`config.mk`:
```
export PLATFORM = sky130hd
export DESIGN_NAME = nibble_serial_add_arbiter
export DESIGN_NICKNAME = d
export VERILOG_FILES = /design/src/rtl/nsa_pkg.sv /design/src/rtl/add_nibble_ci.sv /design/src/rtl/full_adder_1bit.sv /design/src/rtl/nibble_serial_add_arbiter.sv
export SDC_FILE = /design/constraint.sdc
export NUM_CORES = 1
export LEC_CHECK = 0
export BUFFER_PORTS_ARGS = -buffer_cell sky130_fd_sc_hd__buf_2
export CAP_MARGIN = 10
export CORE_MARGIN = 2
export CORE_UTILIZATION = 25
export DETAILED_ROUTE_END_ITERATION = 16
export HOLD_SLACK_MARGIN = 0.06
export SLEW_MARGIN = 25
export SYNTH_ARGS = -nofsm -noshare
export SYNTH_HDL_FRONTEND = slang
export SYNTH_SLANG_ARGS = --single-unit
```
`constraint.sdc`:
```
create_clock -name clk -period 5.92 [get_ports clk]
set_input_delay 0.296 -clock clk [delete_from_list [all_inputs] [get_ports clk]]
set_output_delay 0.296 -clock clk [all_outputs]
set_load 0.02 [all_outputs]
```
`src/rtl/nsa_pkg.sv`:
```
// Shared types and constants for the nibble-serial adder arbiter.
package nsa_pkg;

    typedef enum logic [1:0] {
        IDLE = 2'd0,
        RUN  = 2'd1,
        DONE = 2'd2
    } state_t;

    localparam int NIBBLE = 4;

    // Ceiling log2, used to size the nibble index counter.
    function automatic int clog2(input int value);
        int result;
        int v;
        result = 0;
        v = value - 1;
        while (v > 0) begin
            result = result + 1;
            v = v >> 1;
        end
        return result;
    endfunction

endpackage

```
`src/rtl/add_nibble_ci.sv`:
```
// 4-bit ripple-carry adder with carry-in; also exposes the carry into bit 3
// so the controller can derive signed overflow on the top nibble.
module add_nibble_ci
    import nsa_pkg::*;
(
    input  logic [NIBBLE-1:0] a,
    input  logic [NIBBLE-1:0] b,
    input  logic              cin,
    output logic [NIBBLE-1:0] sum,
    output logic              cout,
    output logic              c3
);

    logic [NIBBLE:0] c;

    assign c[0] = cin;

    for (genvar i = 0; i < NIBBLE; i++) begin : g_bit
        full_adder_1bit u_fa (
            .a  (a[i]),
            .b  (b[i]),
            .ci (c[i]),
            .s  (sum[i]),
            .co (c[i+1])
        );
    end

    assign cout = c[NIBBLE];
    assign c3   = c[NIBBLE-1];

endmodule

```
`src/rtl/full_adder_1bit.sv`:
```
// Single-bit full adder, the building block of the nibble ripple adder.
module full_adder_1bit (
    input  logic a,
    input  logic b,
    input  logic ci,
    output logic s,
    output logic co
);

    assign s  = a ^ b ^ ci;
    assign co = (a & b) | (a & ci) | (b & ci);

endmodule

```
`src/rtl/nibble_serial_add_arbiter.sv`:
```
// Two-requester round-robin front end sharing one 4-bit adder slice that
// computes WORDS-nibble additions LSB nibble first, one nibble per cycle.
module nibble_serial_add_arbiter
    import nsa_pkg::*;
#(
    parameter int WORDS = 4
) (
    input  logic                    clk,
    input  logic                    rst,
    input  logic                    req0_valid,
    output logic                    req0_ready,
    input  logic [NIBBLE*WORDS-1:0] req0_a,
    input  logic [NIBBLE*WORDS-1:0] req0_b,
    input  logic                    req1_valid,
    output logic                    req1_ready,
    input  logic [NIBBLE*WORDS-1:0] req1_a,
    input  logic [NIBBLE*WORDS-1:0] req1_b,
    output logic                    res_valid,
    input  logic                    res_ready,
    output logic [NIBBLE*WORDS-1:0] res_sum,
    output logic                    res_carry,
    output logic                    res_ovf,
    output logic                    res_id,
    output logic                    busy
);

    localparam int W  = NIBBLE * WORDS;
    localparam int IW = (WORDS > 1) ? clog2(WORDS) : 1;
    localparam logic [IW-1:0] LAST = IW'(WORDS - 1);

    state_t          state;
    state_t          state_nx;
    logic            grant0;
    logic            grant1;
    logic            accept;
    logic            rr;          // 0: req0 preferred on a tie, 1: req1 preferred
    logic [W-1:0]    a_reg;
    logic [W-1:0]    b_reg;
    logic [W-1:0]    work_sum;
    logic [W-1:0]    sum_next;
    logic [IW-1:0]   idx;
    logic            carry;
    logic [NIBBLE-1:0] a_nib;
    logic [NIBBLE-1:0] b_nib;
    logic [NIBBLE-1:0] nib_sum;
    logic            nib_cout;
    logic            nib_c3;

    // State register.
    always_ff @(posedge clk or posedge rst) begin
        if (rst) begin
            state <= IDLE;
        end else begin
            state <= state_nx;
        end
    end

    // Next state, round-robin grant and status outputs; readies only in IDLE.
    always_comb begin
        state_nx  = state;
        grant0    = 1'b0;
        grant1    = 1'b0;
        res_valid = 1'b0;
        busy      = 1'b0;
        case (state)
            IDLE: begin
                if (!rst) begin
                    if (req0_valid && (!req1_valid || !rr)) begin
                        grant0 = 1'b1;
                    end else if (req1_valid) begin
                        grant1 = 1'b1;
                    end
                    if (grant0 || grant1) begin
                        state_nx = RUN;
                    end
                end
            end
            RUN: begin
                busy = 1'b1;
                if (idx == LAST) begin
                    state_nx = DONE;
                end
            end
            DONE: begin
                busy      = 1'b1;
                res_valid = 1'b1;
                if (res_ready) begin
                    state_nx = IDLE;
                end
            end
            default: state_nx = IDLE;
        endcase
    end

    assign req0_ready = grant0;
    assign req1_ready = grant1;
    assign accept     = grant0 | grant1;

    // Select the operand nibbles at the current index and merge the new sum nibble.
    always_comb begin
        a_nib    = '0;
        b_nib    = '0;
        sum_next = work_sum;
        for (int k = 0; k < WORDS; k++) begin
            if (idx == IW'(k)) begin
                a_nib = a_reg[k*NIBBLE +: NIBBLE];
                b_nib = b_reg[k*NIBBLE +: NIBBLE];
                sum_next[k*NIBBLE +: NIBBLE] = nib_sum;
            end
        end
    end

    add_nibble_ci u_add (
        .a    (a_nib),
        .b    (b_nib),
        .cin  (carry),
        .sum  (nib_sum),
        .cout (nib_cout),
        .c3   (nib_c3)
    );

    // Operand capture, nibble-serial accumulation and result registers.
    always_ff @(posedge clk or posedge rst) begin
        if (rst) begin
            a_reg     <= '0;
            b_reg     <= '0;
            work_sum  <= '0;
            idx       <= '0;
            carry     <= 1'b0;
            rr        <= 1'b0;
            res_sum   <= '0;
            res_carry <= 1'b0;
            res_ovf   <= 1'b0;
            res_id    <= 1'b0;
        end else if (accept) begin
            a_reg    <= grant1 ? req1_a : req0_a;
            b_reg    <= grant1 ? req1_b : req0_b;
            res_id   <= grant1;
            rr       <= grant0;
            carry    <= 1'b0;
            idx      <= '0;
            work_sum <= '0;
        end else if (state == RUN) begin
            work_sum <= sum_next;
            carry    <= nib_cout;
            if (idx == LAST) begin
                // Publish only complete results so res_sum holds between operations.
                res_sum   <= sum_next;
                res_carry <= nib_cout;
                res_ovf   <= nib_c3 ^ nib_cout;
                idx       <= '0;
            end else begin
                idx <= idx + IW'(1);
            end
        end
    end

endmodule

```
==> impl_metrics.csv, run 1 <==
group,metric,value,unit
yosys,yosys.area_share.simple,0.124,
pwr,leakage,2.09,nW
clock_network,cts.sinks,69,
setup_path,cp_cell_sequence,"inv_1, ha_1, a21oi_1, a22o_1, fa_1, inv_1, fa_1, inv_1, fa_1, fa_1, mux2_2, mux2_4",
grt,antenna_found_initial,0,
routing,antenna_left,0,
sta,slew_headroom,0.371,
routing,drt_iter0_drc,121,
routing,route.met3.wl,532,um
grt,grt_first_pass_wirelength,15800,um
pwr,power_frac_comb,0.494,
setup_path,r2r-start,"idx[0]$_DFFE_PP0P_",
clock_network,cts.clk_slew.worst_paths,0.06,ns
clock_network,cts_hold_buf,0,
finish,syn_to_final_growth,22.9,%
placed_design,hpwlAfterDp,6960,um
run,cap_viol_max_count,0,
routing,routed_wl,9420,um
clock_network,clkLatencyLatePin,0.33,ns
setup_path,path_buf_inv,3,
yosys,synth_fa_ha_area_frac,0.0446,
sta,skew,0.00635,ns
routing,vias,2832,
pwr,power.share.switching,0.397,
run_status,status,"completed",
finish,mostFrequentLayoutCells,"buf_2 (91), dfrtp_1 (69), inv_1 (28), a21oi_1 (28), o221a_2 (27)",
floorplan,core_area,14600,um2
grt,grt_use_total,0.124,
floorplan,rows,44,
hold_path,worstHoldStart,"req1_a[5]",
sta,slew_violations,0,
pwr,power.density,595,nW/um2
hold_path,min_to,"a_reg[5]$_DFFE_PP0N_",
routing,routed_via_density,4.65,
hold_path,hp-class,"in2reg",
setup_path,reg2reg_to,"res_sum[7]$_DFFE_PP0P_",
yosys,synthCells,345,
finish,nets,500,
pwr,pwr-share-clk,0.211,
finish,n_antenna_cell,0,
routing,wl_met2,4310,um
setup_path,cp_top_family,"adder cells",
sta,hold_viol,0,
yosys,synth_area,3760,um2
setup_path,endpoint_kind,"flop",
routing,wl_met1,4400,um
finish,final_common_cell,"buf_2",
sta,fin_tns_setup,0,ns
clock_network,clk_path_buf_depth,2,
routing,post-route-drc-count,0,
yosys,synth_compound_area_frac,0.186,
clock_network,cts_tree,"built",
yosys,synth.avg_cell_area,10.9,um2
yosys,yosys_warnings,0,
setup_path,path_class,"reg2reg",
setup_path,start_kind,"flop",
pwr,power_frac_seq,0.295,
yosys,synth_nets,425,
sta,worstMarginPinSlew,0.933,ns
sta,setup_viol,0,
clock_network,cts_root_buffer,"clkbuf_16",
sta,rsz0062_at_grt,"no",
sta,max_freq,0.247,GHz
placed_design,gp_congestion,0.802,
yosys,synth_top_family_by_area,"compound AO/OA/AOI/OAI gates",
clock_network,cts_htree_levels,3,
routing,wl_per_cell,15.5,um
yosys,ys_async_sr_fraction,1.00,
setup_path,cp.arrival,4.27,ns
placed_design,port_buffers,91,
setup_path,cp_common_cell,"fa_1",
floorplan,io-pin-count,92,
clock_network,numCtsBuffers,9,
sta,fin_crit_sh,0.685,
yosys,ys.flop_type,"dfrtp_1",
floorplan,die_h,127,um
setup_path,cp_slowest_stage_delay,0.74,ns
pwr,ir_drop,242,uV
clock_network,postCtsSetupBuffers,0,
floorplan,dieWidth,127,um
routing,drt_pass1_iterations,4,
yosys,synth_xor_area_frac,0.00233,
hold_path,hold_depth,3,
yosys,ys_seq_area_frac,0.459,
routing,highest_layer,"met4",
setup_path,slowest_stage,"ha_1",
yosys,ys_seq_elements,69,
pwr,power.switching,0.00109,W
clock_network,cts_resized,0,
yosys,ys_types,35,
setup_path,cp.required,6.14,ns
grt,grt_pass1_vias,3038,
finish,nFillCells,1507,
floorplan,die_area,16000,um2
setup_path,crit_fanout,24,
yosys,synth_edf_count,0,
setup_path,rr_worst_depth,12,
finish,drive_above_1_share,0.412,
setup_path,rrSetupSlack,1.87,ns
grt,grt_max_degree,70,
grt,grt-ovfl-total,0,
yosys,muxShareOfSynthArea,0.109,
floorplan,start_util,0.258,
pwr,total_power,0.00275,W
pwr,intPower,0.00166,W
sta,period_needed,4.05,ns
[worst max-delay path by stage]
stage	startpoint	endpoint	slack, ns	cells past startpoint
2_1_floorplan	idx[0]$_DFFE_PP0P_	res_sum[3]$_DFFE_PP0P_	2.31	14
3_3_place_gp	idx[0]$_DFFE_PP0P_	res_sum[7]$_DFFE_PP0P_	2.08	12
3_5_place_dp	idx[0]$_DFFE_PP0P_	res_sum[7]$_DFFE_PP0P_	1.92	12
4_1_cts	idx[0]$_DFFE_PP0P_	res_sum[7]$_DFFE_PP0P_	1.90	12
5_1_grt	idx[0]$_DFFE_PP0P_	res_sum[7]$_DFFE_PP0P_	1.63	12
6_report	idx[0]$_DFFE_PP0P_	res_sum[7]$_DFFE_PP0P_	1.87	12
[worst register-to-register path, cell delays in order (launching register included)]
cell and delay [ns]:
dfrtp_1 0.40, inv_1 0.12, ha_1 0.74, a21oi_1 0.17, a22o_1 0.25, fa_1 0.39, inv_1 0.07, fa_1 0.16
inv_1 0.05, fa_1 0.41, fa_1 0.57, mux2_2 0.33, mux2_4 0.27
[cells by family after synthesis]
group	after synthesis
adder cells (fa/ha/maj)	11
AND/OR/NAND/NOR	81
multiplexers	34
AO/OA/AOI/OAI	90
buffers and inverters	59
XOR/XNOR	1
flip-flops	69
[final cells by class]
type / count / area [um2] / area share
clock buffer: 10 / 239 / 0.0517
timing repair buffer: 94 / 478 / 0.103
sequential: 69 / 1730 / 0.373
inverter: 29 / 109 / 0.0235
multi-input combinational: 217 / 1750 / 0.379
tap: 184 / 230 / 0.0498
clock inverter: 6 / 86.3 / 0.0187
[per-stage QoR]
stage | utilization | instance area (um2) | setup slack [ns] | hold WS (ns) | std cells
finish | 0.317 | 4620 | 1.87 | 0.214 | 609
detailed placement | 0.295 | 4300 | 1.92 | 0.479 | 593
global route | 0.317 | 4620 | 1.63 | 0.220 | 609
CTS | 0.317 | 4620 | 1.90 | 0.204 | 609
global placement | 0.295 | 4300 | 2.08 | 0.477 | 593
floorplan | - | 3760 | 2.31 | 0.455 | 345
[layer usage]
layer | track usage | vias to the layer above
met5 | 0 | -
met4 | 0.0401 | 0
met3 | 0.0439 | 16
met2 | 0.197 | 88
met1 | 0.159 | 1331
li1 | - | 1397
[cells in the mapped netlist, types with 9 or more instances]
cell | count | area share
mux2_4 | 9 | 0.036
o221a_2 | 27 | 0.081
nand3_1 | 15 | 0.020
mux2_2 | 19 | 0.057
buf_2 | 16 | 0.021
inv_1 | 29 | 0.029
dfrtp_1 | 69 | 0.46
nand3b_1 | 26 | 0.052
o21ai_0 | 16 | 0.021
clkbuf_1 | 9 | 0.0090
a21oi_1 | 28 | 0.037
nand2_1 | 25 | 0.025
[power by group through the flow]
stage	Clock (W)	Sequential [W]	Combinational [W]
floorplan	0	0.000842	0.000950
global placement	0	0.000822	0.00132
detailed placement	0	0.000823	0.00136
CTS	0.000590	0.000815	0.00137
global route	0.000613	0.000839	0.00150
finish	0.000581	0.000811	0.00136
(Power assumes the default switching activity.)
==> run 2: changes to the inputs <==
==> constraint.sdc (replaced) <==
create_clock -name clk -period 3.95 [get_ports clk]
set_input_delay 0.1975 -clock clk [delete_from_list [all_inputs] [get_ports clk]]
set_output_delay 0.1975 -clock clk [all_outputs]
set_load 0.02 [all_outputs]
==> impl_metrics.csv, run 2 (synthesis gave the netlist of run 1 again) <==
group,metric,value,unit
floorplan,start_util,0.258,
sta,worstMarginPinSlew,1.00,ns
finish,regArea,1730,um2
finish,final_common_cell,"buf_2",
floorplan,rows,44,
routing,wl_per_cell,15.3,um
run_status,status,"completed",
setup_path,endpoint,"res_sum[3]$_DFFE_PP0P_",
finish,nFillCells,1485,
clock_network,postCtsSetupBuffers,0,
setup_path,cp_common_cell,"fa_1",
finish,nets,505,
setup_path,slowest_stage,"fa_1",
sta,rsz0062_at_grt,"no",
setup_path,cp_slowest_stage_delay,0.56,ns
grt,antenna_found_initial,0,
finish,drive_above_1_share,0.419,
setup_path,cp_cell_sequence,"inv_1, ha_1, a21oi_1, o21ai_0, a22o_1, fa_1, inv_1, fa_1, inv_1, fa_1, fa_1, mux2_2, mux2_4",
pwr,total_power,0.00411,W
sta,hold_viol,0,
sta,fin_tns_setup,0,ns
setup_path,path_class,"reg2reg",
setup_path,crit_fanout,7,
sta,fin_crit_sh,0.894,
setup_path,cp.arrival,3.74,ns
clock_network,cts_tree,"built",
clock_network,cts_resized,0,
finish,n_antenna_cell,0,
clock_network,clk_path_buf_depth,2,
grt,grt_max_degree,42,
clock_network,numCtsBuffers,9,
routing,post-route-drc-count,0,
routing,drt_pass1_iterations,4,
floorplan,core_area,14600,um2
setup_path,r2r-start,"idx[1]$_DFFE_PP0P_",
placed_design,port_buffers,91,
floorplan,dieWidth,127,um
sta,setup_viol,0,
floorplan,die_area,16000,um2
clock_network,cts_hold_buf,0,
setup_path,cp_top_family,"adder cells",
routing,vias,2847,
sta,period_needed,3.53,ns
setup_path,crit_path_start,"idx[1]$_DFFE_PP0P_",
placed_design,hpwlAfterDp,7060,um
clock_network,cts.clk_slew.worst_paths,0.06,ns
setup_path,rrSetupSlack,0.42,ns
setup_path,endpoint_kind,"flop",
routing,drt_iter0_drc,141,
setup_path,reg2reg_to,"res_sum[3]$_DFFE_PP0P_",
finish,multi_input_area,1750,um2
clock_network,cts.sinks,69,
pwr,leakage,2.11,nW
setup_path,cp.depth,13,
grt,grt_use_total,0.123,
routing,routed_wl,9390,um
pwr,power.density,882,nW/um2
grt,grt_pass1_vias,3004,
pwr,ir_drop,328,uV
hold_path,hp-class,"in2async",
setup_path,start_kind,"flop",
placed_design,gp_congestion,0.803,
setup_path,path_buf_inv,3,
grt,grt_first_pass_wirelength,15700,um
clock_network,clkLatencyLatePin,0.33,ns
run,cap_viol_max_count,0,
sta,max_freq,0.283,GHz
clock_network,cts_root_buffer,"clkbuf_16",
finish,syn_to_final_growth,23.9,%
floorplan,io-pin-count,92,
finish,mostFrequentLayoutCells,"buf_2 (91), dfrtp_1 (69), inv_1 (28), a21oi_1 (28), o221a_2 (27)",
grt,grt-ovfl-total,0,
routing,routed_via_density,4.64,
setup_path,rr_worst_depth,13,
clock_network,cts_htree_levels,3,
setup_path,cp.required,4.16,ns
routing,antenna_left,0,
sta,skew,0.00739,ns
sta,slew_violations,0,
floorplan,die_h,127,um
sta,slew_headroom,0.331,
## run 2: cell count changes in the layout (fill, tap and decap cells not counted)
cell | before | now
buf_4 | 3 | 8
clkbuf_8 | 1 | 0
clkinv_2 | 2 | 1
clkinv_4 | 1 | 2
inv_6 | 0 | 1
## run 2: layout make-up
cell class | instances | area share
inverter | 29 | 0.0234
sequential | 69 | 0.371
multi-input combinational | 217 | 0.376
clock inverter | 7 | 0.0212
tap | 184 | 0.0494
timing repair buffer | 99 | 0.111
clock buffer | 9 | 0.0483
## run 2: worst min-delay path by stage
stage | end | cells after the start | start | slack [ns]
after global placement | rr$_DFFE_PP0N_ | 2 | rst | 0.42
after detailed placement | rr$_DFFE_PP0N_ | 2 | rst | 0.42
final | a_reg[1]$_DFFE_PP0N_ | 2 | rst | 0.05
after global routing | a_reg[1]$_DFFE_PP0N_ | 2 | rst | 0.12
after CTS | rr$_DFFE_PP0N_ | 2 | rst | 0.08
after floorplan | a_reg[1]$_DFFE_PP0N_ | 2 | req1_a[1] | 0.36
## run 2: through the flow
| stage | cells | hold WS (ns) | area, um2 | worst slack (ns) | utilization |
|---|---|---|---|---|---|
| after floorplan | 345 | 0.356 | 3760 | 0.339 | - |
| after global routing | 614 | 0.120 | 4660 | 0.226 | 0.319 |
| final | 614 | 0.0457 | 4660 | 0.418 | 0.319 |
| after CTS | 614 | 0.0757 | 4660 | 0.422 | 0.319 |
| after global placement | 598 | 0.417 | 4340 | 0.537 | 0.297 |
| after detailed placement | 598 | 0.423 | 4340 | 0.429 | 0.297 |
## run 2: report_power, final
group / internal (W) / switching, W / total [W] / leakage (nW)
clock network: 0.000555 / 0.000307 / 0.000863 / 0.156
logic: 0.000909 / 0.00112 / 0.00203 / 1.15
registers: 0.00102 / 0.000203 / 0.00122 / 0.808
## run 2: metal layers
metal,wire length (um),GRT usage,share of wire,vias up
met2,4400,0.194,0.47,87
met3,529,0.0295,0.056,11
met5,0,0,0,-
met1,4290,0.165,0.46,1345
li1,-,-,-,1404
met4,170,0.0433,0.018,0
==> run 3: changes to the inputs <==
--- a/config.mk
+++ b/config.mk
@@ -5,6 +5,7 @@
 export SDC_FILE = /design/constraint.sdc
 export NUM_CORES = 1
 export LEC_CHECK = 0
+export ABC_AREA = 1
 export BUFFER_PORTS_ARGS = -buffer_cell sky130_fd_sc_hd__buf_2
 export CAP_MARGIN = 10
 export CORE_MARGIN = 2
==> impl_metrics.csv, run 3 <==
group,metric,value,unit
placed_design,place_ws,0.448,ns
yosys,synth_most_common_cell,"nand2_1",
yosys,ys.flop_type,"dfrtp_1",
grt,grt_use_total,0.126,
setup_path,slowest_stage,"fa_1",
setup_path,cp.required,4.15,ns
yosys,synth_top_cell_by_area,"dfrtp_1",
finish,final_common_cell,"nand2_1",
run,cap_viol_max_count,0,
sta,fin_crit_sh,0.897,
yosys,synth_nets,645,
yosys,ys_async_sr_fraction,1.00,
clock_network,cts.clk_slew.worst_paths,0.06,ns
floorplan,start_util,0.256,
setup_path,cp.arrival,3.74,ns
routing,drt_pass1_iterations,5,
grt,grt.met3_usage,0.0336,
setup_path,start_kind,"flop",
yosys,ys_types,23,
clock_network,clkLatencyLatePin,0.33,ns
sta,worstMarginPinSlew,0.877,ns
yosys,ys_seq_area_frac,0.443,
grt,met1_usage,0.171,
finish,nets,729,
finish,mostFrequentLayoutCells,"nand2_1 (237), buf_2 (91), inv_1 (89)",
setup_path,endpoint_kind,"flop",
floorplan,rows,46,
sta,period_needed,3.54,ns
sta,setup_viol,0,
yosys,synth_commonest_cells,"nand2_1 (237), inv_1 (90), dfrtp_1 (72)",
placed_design,gp_congestion,0.841,
placed_design,hpwlAfterDp,7430,um
finish,multi_input_area,1740,um2
finish,syn_to_final_growth,22.6,%
sta,slew_violations,0,
setup_path,path_buf_inv,4,
sta,hold_viol,0,
clock_network,numCtsBuffers,9,
sta,rsz0062_at_grt,"no",
clock_network,cts_htree_levels,3,
placed_design,port_buffers,91,
routing,wl_per_cell,11.8,um
floorplan,die_h,132,um
yosys,synth.avg_cell_area,7.20,um2
grt,grt-ovfl-total,0,
routing,antenna_left,0,
floorplan,io-pin-count,92,
finish,drive_above_1_share,0.200,
clock_network,cts.sinks,72,
setup_path,cp_slowest_stage_delay,0.49,ns
clock_network,postCtsSetupBuffers,0,
pwr,power.switching,0.00160,W
floorplan,dieWidth,132,um
hold_path,hp-class,"in2async",
yosys,synthCells,565,
grt,busiest_layer,"met2",
clock_network,cts_hold_buf,0,
clock_network,clk_path_buf_depth,2,
floorplan,die_area,17300,um2
yosys,ys_top_cells_by_area,"dfrtp_1 (44%), nand2_1 (22%), inv_1 (8.3%)",
finish,nFillCells,1793,
finish,n_antenna_cell,0,
grt,grt_pass1_vias,3523,
grt,met2_usage,0.203,
sta,slew_headroom,0.415,
pwr,power_frac_comb,0.456,
yosys,yosys_warnings,0,
clock_network,cts_resized,0,
pwr,leakage,2.92,nW
yosys,netlist.area_leader.share,0.443,
pwr,power.share.switching,0.427,
routing,vias,3557,
grt,antenna_found_initial,0,
setup_path,cp_top_family,"adder cells",
pwr,power_frac_seq,0.325,
pwr,ir_drop,313,uV
run_status,status,"completed",
grt,grt_first_pass_wirelength,17700,um
grt,grt_max_degree,74,
pwr,power.density,749,nW/um2
setup_path,crit_fanout,10,
routing,routed_via_density,4.09,
yosys,ys_seq_elements,72,
routing,routed_wl,10200,um
sta,fin_tns_setup,0,ns
pwr,pwr-share-clk,0.220,
clock_network,cts_root_buffer,"clkbuf_16",
setup_path,path_class,"reg2reg",
clock_network,cts_tree,"built",
finish,regArea,1800,um2
yosys,synth_edf_count,0,
pwr,intPower,0.00214,W
routing,post-route-drc-count,0,
setup_path,cp_cell_sequence,"inv_1, ha_1, inv_1, nor2_1, nand2_1, nand2_1, o211ai_1, nand2_1, fa_1, inv_1, fa_1, inv_1, fa_1, fa_1, nand2_1, o21ai_0, nand3_1, o21ai_1",
floorplan,core_area,15900,um2
sta,setup_ws,0.408,ns
routing,drt_iter0_drc,239,
sta,max_freq,0.282,GHz
sta,skew,0.00678,ns
yosys,synth_area,4070,um2
[run 3: cell types whose count changed after synthesis, sizes merged, moves of 6 or more]
cell,previous run,this run
nand2,25,243
inv,29,98
o21ai,16,61
mux2,28,0
o221a,27,0
nand3b,26,0
a21oi,28,16
nand3,16,26
clkbuf,9,2
a22o,6,0
mux2i,6,0
o211ai,0,6
o311ai,6,0
[run 3: per-stage QoR]
step / utilization / hold WS (ns) / instance area [um2] / instances / total power, W
2_1_floorplan: - / 0.381 / 4070 / 565 / 0.00245
3_3_place_gp: 0.294 / 0.451 / 4680 / 854 / 0.00294
3_5_place_dp: 0.294 / 0.462 / 4680 / 854 / 0.00295
4_1_cts: 0.314 / 0.133 / 4980 / 870 / 0.00378
5_1_grt: 0.314 / 0.170 / 4990 / 870 / 0.00409
6_report: 0.314 / 0.111 / 4990 / 870 / 0.00374
[run 3: final cells by class]
cell class,instances,area share
Clock inverter,5,0.0110
Sequential cell,72,0.361
Inverter,98,0.0737
Multi-Input combinational cell,371,0.348
Timing Repair Buffer,97,0.101
Clock buffer,11,0.0507
Tap cell,216,0.0542
[run 3: kinds of logic (layout without fill, tap and decap cells)]
kind of cell               Yosys count  in the layout  synth area share
and+or+nand+nor                    276            276             0.278
AOI/OAI and AO/OA                   83             83             0.106
buffers and inverters              122            211             0.131
DFF                                 72             72             0.443
xor gates and xnor gates             1              1           0.00215
adders and majority gates           11             11            0.0412
[run 3: final timing paths]
check                      slack, ns               start  depth (start not counted)                       to
setup / recovery                0.41  idx[0]$_DFFE_PP0P_                         18  work_sum[3]$_DFFE_PP0P_
hold / removal                  0.11                 rst                          3     state[1]$_DFFE_PP0P_
setup reg to reg                0.41  idx[0]$_DFFE_PP0P_                         18  work_sum[3]$_DFFE_PP0P_
hold reg to reg                 0.47  res_id$_DFFE_PP0N_                          2       res_id$_DFFE_PP0N_
max in group asynchronous       3.40                 rst                          3    b_reg[11]$_DFFE_PP0N_
min in group clk                0.14           req0_a[9]                          5     a_reg[9]$_DFFE_PP0N_
[run 3: layer usage]
| layer | share of wire | routed length, um |
|---|---|---|
| met1 | 0.49 | 5020 |
| met2 | 0.45 | 4620 |
| met3 | 0.053 | 540 |
| met4 | 0.0069 | 71 |
| met5 | 0 | 0 |
[run 3: worst register-to-register path, cell delays in order (launching register included)]
cell and delay, ns:
dfrtp_1 0.40, inv_1 0.13, ha_1 0.38, inv_1 0.12
nor2_1 0.28, nand2_1 0.11, nand2_1 0.08, o211ai_1 0.08
nand2_1 0.10, fa_1 0.17, inv_1 0.05, fa_1 0.37
inv_1 0.08, fa_1 0.22, fa_1 0.49, nand2_1 0.09
o21ai_0 0.11, nand3_1 0.09, o21ai_1 0.08
[run 3: power by group through the flow]
| stage | logic (W) | registers (W) | clock network, W |
|---|---|---|---|
| 5_1_grt | 0.00197 | 0.00125 | 0.000879 |
| 3_5_place_dp | 0.00172 | 0.00123 | 0 |
| 2_1_floorplan | 0.00120 | 0.00125 | 0 |
| 3_3_place_gp | 0.00171 | 0.00122 | 0 |
| 4_1_cts | 0.00173 | 0.00122 | 0.000841 |
| 6_report | 0.00170 | 0.00121 | 0.000821 |
